**config.mk**
```make
export PLATFORM = sky130hd
export DESIGN_NAME = dither_readback_tx
export DESIGN_NICKNAME = d
export VERILOG_FILES = /design/src/rtl/dither_readback_tx.sv
export SDC_FILE = /design/constraint.sdc
export NUM_CORES = 1
export LEC_CHECK = 0
export ABC_CLOCK_PERIOD_IN_PS = 2500
export CAP_MARGIN = 15
export CORE_MARGIN = 4
export CORE_UTILIZATION = 45
export DETAILED_ROUTE_END_ITERATION = 7
export GPL_TIMING_DRIVEN = 0
export PLACE_DENSITY = 0.62
export SLEW_MARGIN = 10
export SYNTH_ARGS = -nofsm -noshare
export SYNTH_HDL_FRONTEND = slang
export SYNTH_SLANG_ARGS = --single-unit
export TNS_END_PERCENT = 10
```
**constraint.sdc**
```tcl
create_clock -name clk -period 2.5 [get_ports clk]
set_input_delay 0.375 -clock clk [delete_from_list [all_inputs] [get_ports clk]]
set_output_delay 0.375 -clock clk [all_outputs]
set_load 0.01 [all_outputs]
```
**src/rtl/dither_readback_tx.sv**
```systemverilog
// Readback transmitter: buffers dithered pixels in a FIFO and frames them as sync, data, XOR checksum.
// Define DITHER_TX_PACK_EN to pack one bit per pixel (8 pixels per byte) instead of one byte per pixel.
module dither_readback_tx #(
  parameter int         IMAGEX           = 64,
  parameter int         IMAGEY           = 64,
  parameter int         IMAGE_SIZE       = IMAGEX * IMAGEY,
  parameter int         IMAGE_ADDR_WIDTH = $clog2(IMAGE_SIZE) + 1,
  parameter int         RGB_SIZE         = 8,
  parameter int         FIFO_DEPTH       = 16,
  parameter logic [7:0] SYNC_BYTE        = 8'hA5
) (
  input  logic                        clk,
  input  logic                        rst_n,
  input  logic                        start,
  input  logic [RGB_SIZE-1:0]         pix_data,
  input  logic                        pix_valid,
  output logic                        pix_ready,
  output logic [7:0]                  tx_data,
  output logic                        tx_valid,
  input  logic                        tx_ready,
  output logic                        busy,
  output logic                        frame_done,
  output logic                        pix_err,
  output logic [IMAGE_ADDR_WIDTH-1:0] pix_cnt
);

  localparam int FAW   = $clog2(FIFO_DEPTH);
  localparam int EXT_W = (RGB_SIZE > 8) ? RGB_SIZE : 8;
`ifdef DITHER_TX_PACK_EN
  localparam int DATA_LEN = IMAGE_SIZE / 8;
`else
  localparam int DATA_LEN = IMAGE_SIZE;
`endif
  localparam logic [IMAGE_ADDR_WIDTH-1:0] LP_PIX_MAX   = IMAGE_ADDR_WIDTH'(IMAGE_SIZE);
  localparam logic [IMAGE_ADDR_WIDTH-1:0] LP_LAST_BYTE = IMAGE_ADDR_WIDTH'(DATA_LEN - 1);

  typedef enum logic [2:0] {S_IDLE, S_SYNC, S_STREAM, S_CSUM, S_DONE} state_t;

  state_t                        r_state;
  state_t                        w_next;
  logic [7:0]                    r_tx_data;
  logic                          r_tx_valid;
  logic [IMAGE_ADDR_WIDTH-1:0]   r_pix_cnt;
  logic [IMAGE_ADDR_WIDTH-1:0]   r_sent_cnt;
  logic                          r_pix_err;
  logic [7:0]                    r_csum;
  logic [FAW:0]                  r_wr_ptr;
  logic [FAW:0]                  r_rd_ptr;
  logic [7:0]                    r_mem [FIFO_DEPTH];

  logic                          w_start;
  logic                          w_fifo_full;
  logic                          w_fifo_empty;
  logic                          w_accept;
  logic                          w_push;
  logic [7:0]                    w_push_byte;
  logic                          w_pop;
  logic [7:0]                    w_fifo_out;
  logic                          w_tx_hs;
  logic                          w_out_free;
  logic                          w_last_acc;

  assign w_start      = (r_state == S_IDLE) && start;
  assign w_fifo_empty = (r_wr_ptr == r_rd_ptr);
  assign w_fifo_full  = (r_wr_ptr[FAW] != r_rd_ptr[FAW]) &&
                        (r_wr_ptr[FAW-1:0] == r_rd_ptr[FAW-1:0]);
  assign w_fifo_out   = r_mem[r_rd_ptr[FAW-1:0]];

  // Full flag is the registered one, so a pop never makes room for a same-cycle push.
  assign pix_ready    = busy && !w_fifo_full && (r_pix_cnt < LP_PIX_MAX);
  assign w_accept     = pix_valid && pix_ready;

  assign w_tx_hs      = r_tx_valid && tx_ready;
  assign w_out_free   = !r_tx_valid || tx_ready;
  assign w_pop        = ((r_state == S_SYNC) || (r_state == S_STREAM)) && !w_fifo_empty && w_out_free;
  assign w_last_acc   = (r_state == S_STREAM) && w_tx_hs && (r_sent_cnt == LP_LAST_BYTE);

`ifdef DITHER_TX_PACK_EN
  logic [6:0] r_pack_sh;
  logic [2:0] r_bit_cnt;

  assign w_push      = w_accept && (r_bit_cnt == 3'd7);
  assign w_push_byte = {r_pack_sh, pix_data[RGB_SIZE-1]};

  // First pixel of a group ends up in bit 7.
  always_ff @(posedge clk or negedge rst_n) begin
    if (!rst_n) begin
      r_pack_sh <= '0;
      r_bit_cnt <= '0;
    end else if (w_start) begin
      r_pack_sh <= '0;
      r_bit_cnt <= '0;
    end else if (w_accept) begin
      r_pack_sh <= {r_pack_sh[5:0], pix_data[RGB_SIZE-1]};
      r_bit_cnt <= r_bit_cnt + 3'd1;
    end
  end
`else
  logic [EXT_W-1:0] w_pix_ext;

  assign w_pix_ext   = EXT_W'(pix_data);
  assign w_push      = w_accept;
  assign w_push_byte = w_pix_ext[7:0];
`endif

  always_ff @(posedge clk) begin
    if (w_push) r_mem[r_wr_ptr[FAW-1:0]] <= w_push_byte;
  end

  always_ff @(posedge clk or negedge rst_n) begin
    if (!rst_n) r_state <= S_IDLE;
    else        r_state <= w_next;
  end

  always_comb begin
    w_next = r_state;
    case (r_state)
      S_IDLE:   if (start) w_next = S_SYNC;
      S_SYNC:   if (w_tx_hs) w_next = S_STREAM;
      S_STREAM: if (w_last_acc) w_next = S_CSUM;
      S_CSUM:   if (w_tx_hs) w_next = S_DONE;
      S_DONE:   w_next = S_IDLE;
      default:  w_next = S_IDLE;
    endcase
  end

  always_comb begin
    busy       = (r_state != S_IDLE);
    frame_done = (r_state == S_DONE);
  end

  // Checksum is folded in as bytes enter the output register, so it is final once the last byte is accepted.
  always_ff @(posedge clk or negedge rst_n) begin
    if (!rst_n) begin
      r_tx_data  <= 8'h00;
      r_tx_valid <= 1'b0;
      r_pix_cnt  <= '0;
      r_sent_cnt <= '0;
      r_pix_err  <= 1'b0;
      r_csum     <= 8'h00;
      r_wr_ptr   <= '0;
      r_rd_ptr   <= '0;
    end else if (w_start) begin
      r_tx_data  <= SYNC_BYTE;
      r_tx_valid <= 1'b1;
      r_pix_cnt  <= '0;
      r_sent_cnt <= '0;
      r_pix_err  <= 1'b0;
      r_csum     <= 8'h00;
      r_wr_ptr   <= '0;
      r_rd_ptr   <= '0;
    end else begin
      if ((r_state == S_IDLE) && pix_valid) r_pix_err <= 1'b1;
      if (w_accept) r_pix_cnt <= r_pix_cnt + 1'b1;
      if (w_push)   r_wr_ptr  <= r_wr_ptr + 1'b1;
      if (w_pop) begin
        r_rd_ptr <= r_rd_ptr + 1'b1;
        r_csum   <= r_csum ^ w_fifo_out;
      end
      if ((r_state == S_STREAM) && w_tx_hs) r_sent_cnt <= r_sent_cnt + 1'b1;

      if (w_pop) begin
        r_tx_data  <= w_fifo_out;
        r_tx_valid <= 1'b1;
      end else if (w_last_acc) begin
        r_tx_data  <= r_csum;
        r_tx_valid <= 1'b1;
      end else if (w_tx_hs) begin
        r_tx_valid <= 1'b0;
      end
    end
  end

  assign tx_data  = r_tx_data;
  assign tx_valid = r_tx_valid;
  assign pix_err  = r_pix_err;
  assign pix_cnt  = r_pix_cnt;

endmodule
```
==> impl_metrics.ini, run 1 <==
[logic_synthesis]
synth_top_area_share = 0.486
yosys-top-cells-count = edfxtp_1, dfrtp_1, nand2_1
yosys-top-cells-area = edfxtp_1, dfrtp_1, mux4_2
yosysUniqueCellTypes = 51
async_reset_ff_frac = 0.308
ys.flop_type = edfxtp_1
synth_area_leader_cell = edfxtp_1
synth.most_common_cell = edfxtp_1
syn_area_mm2 = 0.00791
syn_avg_cell_area_um2 = 15.1
yosys_register_bits = 185
synth_edf_count = 128
ys_warn_count = 0
ys_seq_area_frac = 0.667
syn_nets = 544
syn_inst = 524

[flow_run]
drv_cap = 0

[critical_path]
end_kind = output port
crit_type = reg -> out
rrSetupSlack_ns = 0.18
r2r-start = r_state[0]
r2r_cells = 6
crit_arrival_ns = 2.04
cp_max_fo = 10
r2r-end = pix_cnt[4]
cp-start-kind = flip-flop
required_ns = 2.12

[cells_and_area]
multi_input_area_mm2 = 0.00248
fin_util = 0.533
drive_gt1_frac = 0.173
fin_nets = 603
antenna_cells = 0
regArea_mm2 = 0.00527
area_growth_pct = 16.2
fillers = 1395

[clocking]
cts.sinks = 185
clockRootBuffer = clkbuf_16
htreeDepth = 4
cts_tree = yes
cts_made_buffers = 17
cts_buffer_depth = 2
path_clk_slew_ns = 0.07
clk_latency_ns = 0.43

[drt]
vias = 4507
drt_first_pass_iters = 4
finalWirelength_mm = 16.5
drt_iter0_markers = 284
ant_nets = 0
wl_per_cell_um = 20.1
drc = 0
detail_route.vias_per_cell = 5.49

[power_and_ir_drop]
leakage_nw = 3.39
power-per-cell-area_mw_per_mm2 = 1110
fin_total_pwr_mw = 10.2
vdd.ir_drop.worst_uv = 570

[timing]
drv_slew = 0
fmax_mhz = 415
rsz0062_at_grt = yes
timing.final.crit_period_ns = 2.41
timing.hold.ws_ns = 0.454
min_period_over_period = 0.964
fin_setup_tns_ns = 0
tightest_slew_ns = 0.751
relSlewSlack = 0.497
hold_violations = 0
finalSetupViolCount = 0
skew_ns = 0.00968

[floorplanning]
die_area_mm2 = 0.0198
core_mm2 = 0.0172
initial_core_util = 0.459
fp.dieH_um = 141
fp-row-count = 48
die_w_um = 141
io_pins = 39

[global_routing]
antenna_found_initial = 0
grt_start_max_net_pins = 37
first_global_vias = 4716
grt_pass1_wl_mm = 26.4
grt.overflow.total = 0
grt_usage = 0.176

[place]
portBuffers = 38
place_hpwl_mm = 11.2
routabilityCongestion = 0.785

[hold_path]
hold_path.class = in -> async

[status]
status = finished clean
## per-layer routing
metal  vias up  part of all wire  track usage
met1      2313              0.45        0.243
li1       2097                 -            -
met5         -                 0            0
met2        82              0.50        0.284
met4         0             0.011       0.0505
met3        15             0.036       0.0406
## layout make-up
type / count / share of cell area
Timing Repair Buffer: 40 / 0.0440
Clock buffer: 22 / 0.0505
Multi-Input combinational cell: 305 / 0.270
Clock inverter: 10 / 0.0118
Tap cell: 225 / 0.0306
Inverter: 8 / 0.00327
Sequential cell: 185 / 0.574
Buffer: 26 / 0.0161
## placed cells by master, fill, tap and decap left out, types with 5 or more instances in the layout
cell type,n
buf_4,5
mux2_2,7
xor2_1,14
mux4_2,28
o22ai_1,6
nor2_1,33
dfrtp_1,57
nand3_1,16
xnor2_1,11
edfxtp_1,128
a21oi_1,16
nor2b_1,7
and3_2,5
and3_1,16
nand4_1,5
clkdlybuf4s50_1,36
clkbuf_1,7
nand2_1,43
mux2i_1,26
ha_1,7
o211ai_1,5
clkbuf_16,17
nor3_1,5
buf_2,13
inv_1,7
o21ai_0,11
## repair_timing
item | 4_1_cts | 5_1_grt
hold buffers | 1 | 0
hold endpoints to repair | 21 | 0
setup buffers | 0 | 0
setup endpoints to repair | 57 | 49
resized for setup | 3 | 7
## worst max path at each step
stage | slack (ns) | end | depth (start not counted) | start
after global placement | -0.77 | r_mem[3][3] | 4 | pix_valid
final | 0.09 | pix_ready | 7 | r_rd_ptr[1]
after CTS | 0.03 | r_mem[5][1] | 6 | r_state[0]
after detailed placement | -0.52 | r_mem[5][6] | 6 | pix_valid
after floorplan | 0.36 | r_mem[3][0] | 6 | r_rd_ptr[1]
after global routing | -0.04 | pix_ready | 7 | r_rd_ptr[1]
## through the flow
step / area (µm²) / setup slack, ns / instances
4_1_cts: 9180 / 0.0273 / 821
3_3_place_gp: 8570 / -0.770 / 787
3_5_place_dp: 8590 / -0.521 / 788
5_1_grt: 9190 / -0.0403 / 821
2_1_floorplan: 7910 / 0.361 / 524
6_report: 9190 / 0.0890 / 821
## critical path, cell delays in order, from the launching register on
cell	delay, ns
dfrtp_1	0.39
buf_4	0.20
xnor2_1	0.18
nand4_1	0.19
buf_6	0.20
nor2_1	0.08
nor3_1	0.05
dlygate4sd2_1	0.30
## sequential cells by signal, indices dropped and copies added (netlist names)
register and flops:
tx_data 8, r_wr_ptr 5, r_sent_cnt 13, r_state 3, r_mem 128, r_csum 8, r_rd_ptr 5, pix_err 1
pix_cnt 13, tx_valid 1
## power by group
group / internal (mW) / total, mW / switching (mW)
combinational: 1.56 / 3.43 / 1.87
clock: 1.45 / 2.62 / 1.18
sequential: 3.83 / 4.17 / 0.340
## cells by family (layout without fill, tap and decap cells)
| group | Yosys count | in the layout | synth area share |
|---|---|---|---|
| buf+inv | 34 | 106 | 0.0217 |
| compound gates | 59 | 59 | 0.0472 |
| fa+ha+maj | 7 | 7 | 0.0111 |
| xor+xnor | 26 | 26 | 0.0312 |
| flops | 185 | 185 | 0.667 |
| mux | 61 | 61 | 0.123 |
| simple gates | 152 | 152 | 0.0996 |
(Power assumes the default switching activity.)
==> run 2, diff against run 1 <==
==> constraint.sdc (replaced) <==
create_clock -name clk -period 2.5 [get_ports clk]
set_input_delay 0.625 -clock clk [delete_from_list [all_inputs] [get_ports clk]]
set_output_delay 0.625 -clock clk [all_outputs]
set_load 0.01 [all_outputs]
==> run 2 against run 1 <==
Compared with the run above: register-to-register slack better by 0.03 ns; sequential cell count unchanged; combinational power up 1%; final area up 0.27%; global-route usage about the same; sequential power about the same; via count down 0.58%; clock-buffer cell count unchanged; critical path type unchanged; critical endpoint is now busy.
==> impl_metrics.ini, run 2 (synthesized netlist as in run 1, its figures left out) <==
[cells_and_area]
area_growth_pct = 16.6
final_cell_mix = edfxtp_1, dfrtp_1, nand2_1
antenna_cells = 0
fillers = 1386
fin_nets = 603
fin_area_mm2 = 0.00921
instances_no_fill = 821
largest_reg_flops = 128
layout_commonest_cell = edfxtp_1
multi_input_area_mm2 = 0.00250
drive_gt1_frac = 0.181
regArea_mm2 = 0.00527

[critical_path]
r2r-end = r_mem[12][6]
crit_type = reg -> out
path_buf_inv = 2
critPathSlowestCell = clkdlybuf4s50_1
r2r-start = r_state[0]
required_ns = 1.88
crit_arrival_ns = 1.78
path_delay_family = buffers and inverters
rrSetupSlack_ns = 0.21
max_stage_delay_ns = 0.48
r2r_cells = 6
end_kind = output port
cp-start-kind = flip-flop
cp_max_fo = 6
path_cells = nor3_4 > inv_2 > clkdlybuf4s50_1

[power_and_ir_drop]
p_seq_frac = 0.407
fin_total_pwr_mw = 10.3
pwr-share-clk = 0.255
power-per-cell-area_mw_per_mm2 = 1110
sw_frac_of_total = 0.330
power.switching_mw = 3.39
power_frac_comb = 0.338
internal_power_mw = 6.87
vdd.ir_drop.worst_uv = 576
leakage_nw = 3.40

[place]
post_dp_cell_area_mm2 = 0.00859
place_hpwl_mm = 11.2
routabilityCongestion = 0.785
portBuffers = 38
dpl.cell_count = 788
pre_cts_slack_ns = -0.771

[clocking]
cts_made_buffers = 17
cts_hold_buf = 0
clockRootBuffer = clkbuf_16
cts.sinks = 185
cts_tree = yes
cts_buffer_depth = 2
htreeDepth = 4
path_clk_slew_ns = 0.07
clk_latency_ns = 0.43

[global_routing]
grt_usage = 0.176
antenna_found_initial = 0
grt_pass1_wl_mm = 26.4
grt.overflow.total = 0
grt_start_max_net_pins = 37
first_global_vias = 4728

[drt]
drc = 0
drt_iter0_markers = 289
ant_nets = 0
drt_first_pass_iters = 4
vias = 4481
detail_route.vias_per_cell = 5.46
wl_per_cell_um = 20.0
finalWirelength_mm = 16.4

[floorplanning]
die_area_mm2 = 0.0198
die_w_um = 141
fp.dieH_um = 141
core_mm2 = 0.0172
fp-row-count = 48
io_pins = 39
initial_core_util = 0.459

[timing]
fmax_mhz = 416
timing.final.crit_period_ns = 2.40
setup_ws_ns = 0.0982
finalSetupViolCount = 0
tightest_slew_ns = 0.742
drv_slew = 0
min_period_over_period = 0.961
relSlewSlack = 0.503
rsz0062_at_grt = yes
skew_ns = 0.00853
hold_violations = 0

[hold_path]
hold_path.class = in -> async

[status]
status = finished clean

[flow_run]
drv_cap = 0
==> run 2: changes by cell type in the layout (fill, tap and decap cells not counted) <==
cell / previous run / this run
nor2_2: 0 / 1
nor3_4: 0 / 1
xnor2_1: 11 / 10
dlygate4sd2_1: 1 / 0
nor2_1: 33 / 32
xnor2_2: 0 / 1
dlygate4sd3_1: 1 / 0
nor3_1: 5 / 4
buf_6: 2 / 4
==> run 2: area by class of cell <==
type,count,area share
Multi-Input combinational cell,305,0.272
Inverter,8,0.00326
Clock buffer,22,0.0504
Sequential cell,185,0.572
Timing Repair Buffer,40,0.0432
Clock inverter,10,0.0118
Buffer,26,0.0171
Tap cell,225,0.0306
==> run 2: metal layers <==
| layer | vias up | GRT usage | wire [µm] |
|---|---|---|---|
| li1 | 2099 | - | - |
| met1 | 2287 | 0.243 | 7450 |
| met2 | 79 | 0.284 | 8200 |
| met3 | 16 | 0.0410 | 629 |
| met4 | 0 | 0.0505 | 165 |
| met5 | - | 0 | 0 |
==> run 2: how the worst max path moves through the flow <==
stage,slack (ns),to,start,cells after the start
final,0.1,busy,r_state[0],3
after global routing,-0.02,pix_ready,r_rd_ptr[0],7
after detailed placement,-0.77,r_mem[5][6],pix_valid,6
after global placement,-1.02,r_mem[3][3],pix_valid,4
after floorplan,0.27,r_mem[3][0],pix_valid,3
after CTS,0.01,r_mem[2][4],pix_valid,6
==> run 2: repair_timing <==
action / 4_1_cts / 5_1_grt
hold endpoints to repair: 0 / 0
setup endpoints to repair: 113 / 20
resized for setup: 16 / 4
pin swaps: 1 / 1
setup buffers: 1 / 0
==> run 2: metrics by stage <==
stage | utilization | TNS (ns) | hold slack (ns)
after floorplan | - | 0 | 0.329
after global placement | 0.497 | -130.32 | 0.465
after detailed placement | 0.498 | -76.70 | 0.469
after CTS | 0.534 | 0 | 0.161
after global routing | 0.535 | -0.0324 | 0.188
final | 0.535 | 0 | 0.167
==> run 2: power groups by stage <==
stage               logic [mW]  registers (mW)  clock network (mW)
finish                    3.47            4.18                2.62
global route              3.83            4.24                2.80
CTS                       3.49            4.18                2.68
detailed placement        3.44            4.23                   0
global placement          3.35            4.20                   0
floorplan                 2.33            4.20                   0
==> run 3, diff against run 2 <==
Settings changed: GPL_TIMING_DRIVEN 0 to 1.
==> run 3 against run 2 <==
Compared with the run above: clock power down 2%; fmax rose by 0.37%; sequential cell count stayed put; final area grew 2.3%; clock-buffer cell count down 4; combinational power increased by 1%; via count rose by 3.6%; die area unchanged; global-route usage is 0.30 points higher; critical path type unchanged; highest routed layer unchanged.
==> impl_metrics.ini, run 3 (synthesized netlist as in run 1, its figures left out) <==
[power_and_ir_drop]
leakage_nw = 3.54
fin_total_pwr_mw = 10.3
power-per-cell-area_mw_per_mm2 = 1090
vdd.ir_drop.worst_uv = 555

[timing]
timing.final.crit_period_ns = 2.39
hold_violations = 0
tightest_slew_ns = 0.666
finalSetupViolCount = 0
fmax_mhz = 418
drv_slew = 0
skew_ns = 0.00944
setup_ws_ns = 0.107
relSlewSlack = 0.553
rsz0062_at_grt = no
timing.hold.ws_ns = 0.182
fin_setup_tns_ns = 0
min_period_over_period = 0.957

[critical_path]
crit_type = reg -> out
cp-start-kind = flip-flop
crit_arrival_ns = 1.77
rrSetupSlack_ns = 0.36
r2r-end = r_csum[7]
cp_max_fo = 6
max_stage_delay_ns = 0.48
path_cells = nor3_4 > inv_2 > clkdlybuf4s50_1
required_ns = 1.88
critPathSlowestCell = clkdlybuf4s50_1
end_kind = output port
r2r-start = r_rd_ptr[0]
r2r_cells = 6

[global_routing]
grt.overflow.total = 0
grt_usage = 0.179
grt_start_max_net_pins = 37
first_global_vias = 4813
antenna_found_initial = 0
grt_pass1_wl_mm = 27.1

[drt]
drc = 0
detail_route.vias_per_cell = 5.51
finalWirelength_mm = 17.0
drt_iter0_markers = 309
vias = 4642
ant_nets = 0
wl_per_cell_um = 20.2
drt_first_pass_iters = 4

[cells_and_area]
area_growth_pct = 19.2
fin_area_mm2 = 0.00943
antenna_cells = 0
fillers = 1375
fin_nets = 624
instances_no_fill = 842
regArea_mm2 = 0.00528
largest_reg_flops = 128
layout_commonest_cell = edfxtp_1
drive_gt1_frac = 0.207
fin_util = 0.547
final_cell_mix = edfxtp_1, dfrtp_1, buf_4
multi_input_area_mm2 = 0.00247

[clocking]
cts_buffer_depth = 2
clockRootBuffer = clkbuf_16
clk_latency_ns = 0.42
cts_made_buffers = 17
htreeDepth = 4
path_clk_slew_ns = 0.07
cts.sinks = 185
cts_hold_buf = 0
cts_tree = yes

[place]
pre_cts_slack_ns = -0.00837
place_hpwl_mm = 11.7
post_dp_cell_area_mm2 = 0.00885
routabilityCongestion = 0.745
dpl.cell_count = 810
portBuffers = 38

[floorplanning]
die_w_um = 141
core_mm2 = 0.0172
initial_core_util = 0.459
fp-row-count = 48
fp.dieH_um = 141
die_area_mm2 = 0.0198
io_pins = 39

[hold_path]
hold_path.class = in -> async

[flow_run]
drv_cap = 0

[status]
status = finished clean
==> run 3: cell types whose count changed in the layout (fill, tap and decap cells not counted), moves of 5 or more <==
cell / change
and3_2: -5
clkbuf_1: -6
and3_1: +5
buf_2: -12
buf_4: +39
==> run 3: what timing repair did <==
action                                  CTS  global route
setup buffers                             0             0
endpoints found under the setup margin    2             1
gates resized for setup                   4             1
==> run 3: final cells by class <==
type / instances / share of cell area
flip-flops and latches: 185 / 0.560
multi-input cells: 305 / 0.262
repair buffers: 87 / 0.0853
clock buffers: 18 / 0.0455
well taps: 225 / 0.0299
clock inverters: 14 / 0.0145
inverters: 8 / 0.00319
==> run 3: worst max-delay path by stage <==
stage / startpoint / end / slack (ns) / cells past startpoint
6_report: r_state[1] / busy / 0.11 / 3
5_1_grt: r_state[0] / frame_done / 0.02 / 2
4_1_cts: r_state[2] / frame_done / 0.05 / 3
3_5_place_dp: tx_ready / tx_data[5] / -0.008 / 7
3_3_place_gp: pix_valid / r_mem[4][2] / 0.04 / 7
2_1_floorplan: pix_valid / r_mem[3][0] / 0.27 / 3
==> run 3: routing by layer <==
metal  share of wire  wire (µm)  GRT usage  vias up
met2            0.51       8710      0.301       95
met5               0          0          0        -
met4           0.012        199     0.0541        0
met1            0.44       7410      0.239     2378
met3           0.039        659     0.0341       16
li1                -          -          -     2153
==> run 3: power breakdown <==
group,total [mW],internal [mW],switching [mW]
Combinational,3.51,1.66,1.85
Sequential,4.22,3.83,0.389
Clock,2.58,1.40,1.18
==> run 3: worst max-delay path: cells and delay by family, from the launching register on <==
| family | cells | cell delay (ns) |
|---|---|---|
| and+or+nand+nor | 1 | 0.34 |
| buffers and inverters | 2 | 0.55 |
| DFF | 1 | 0.45 |
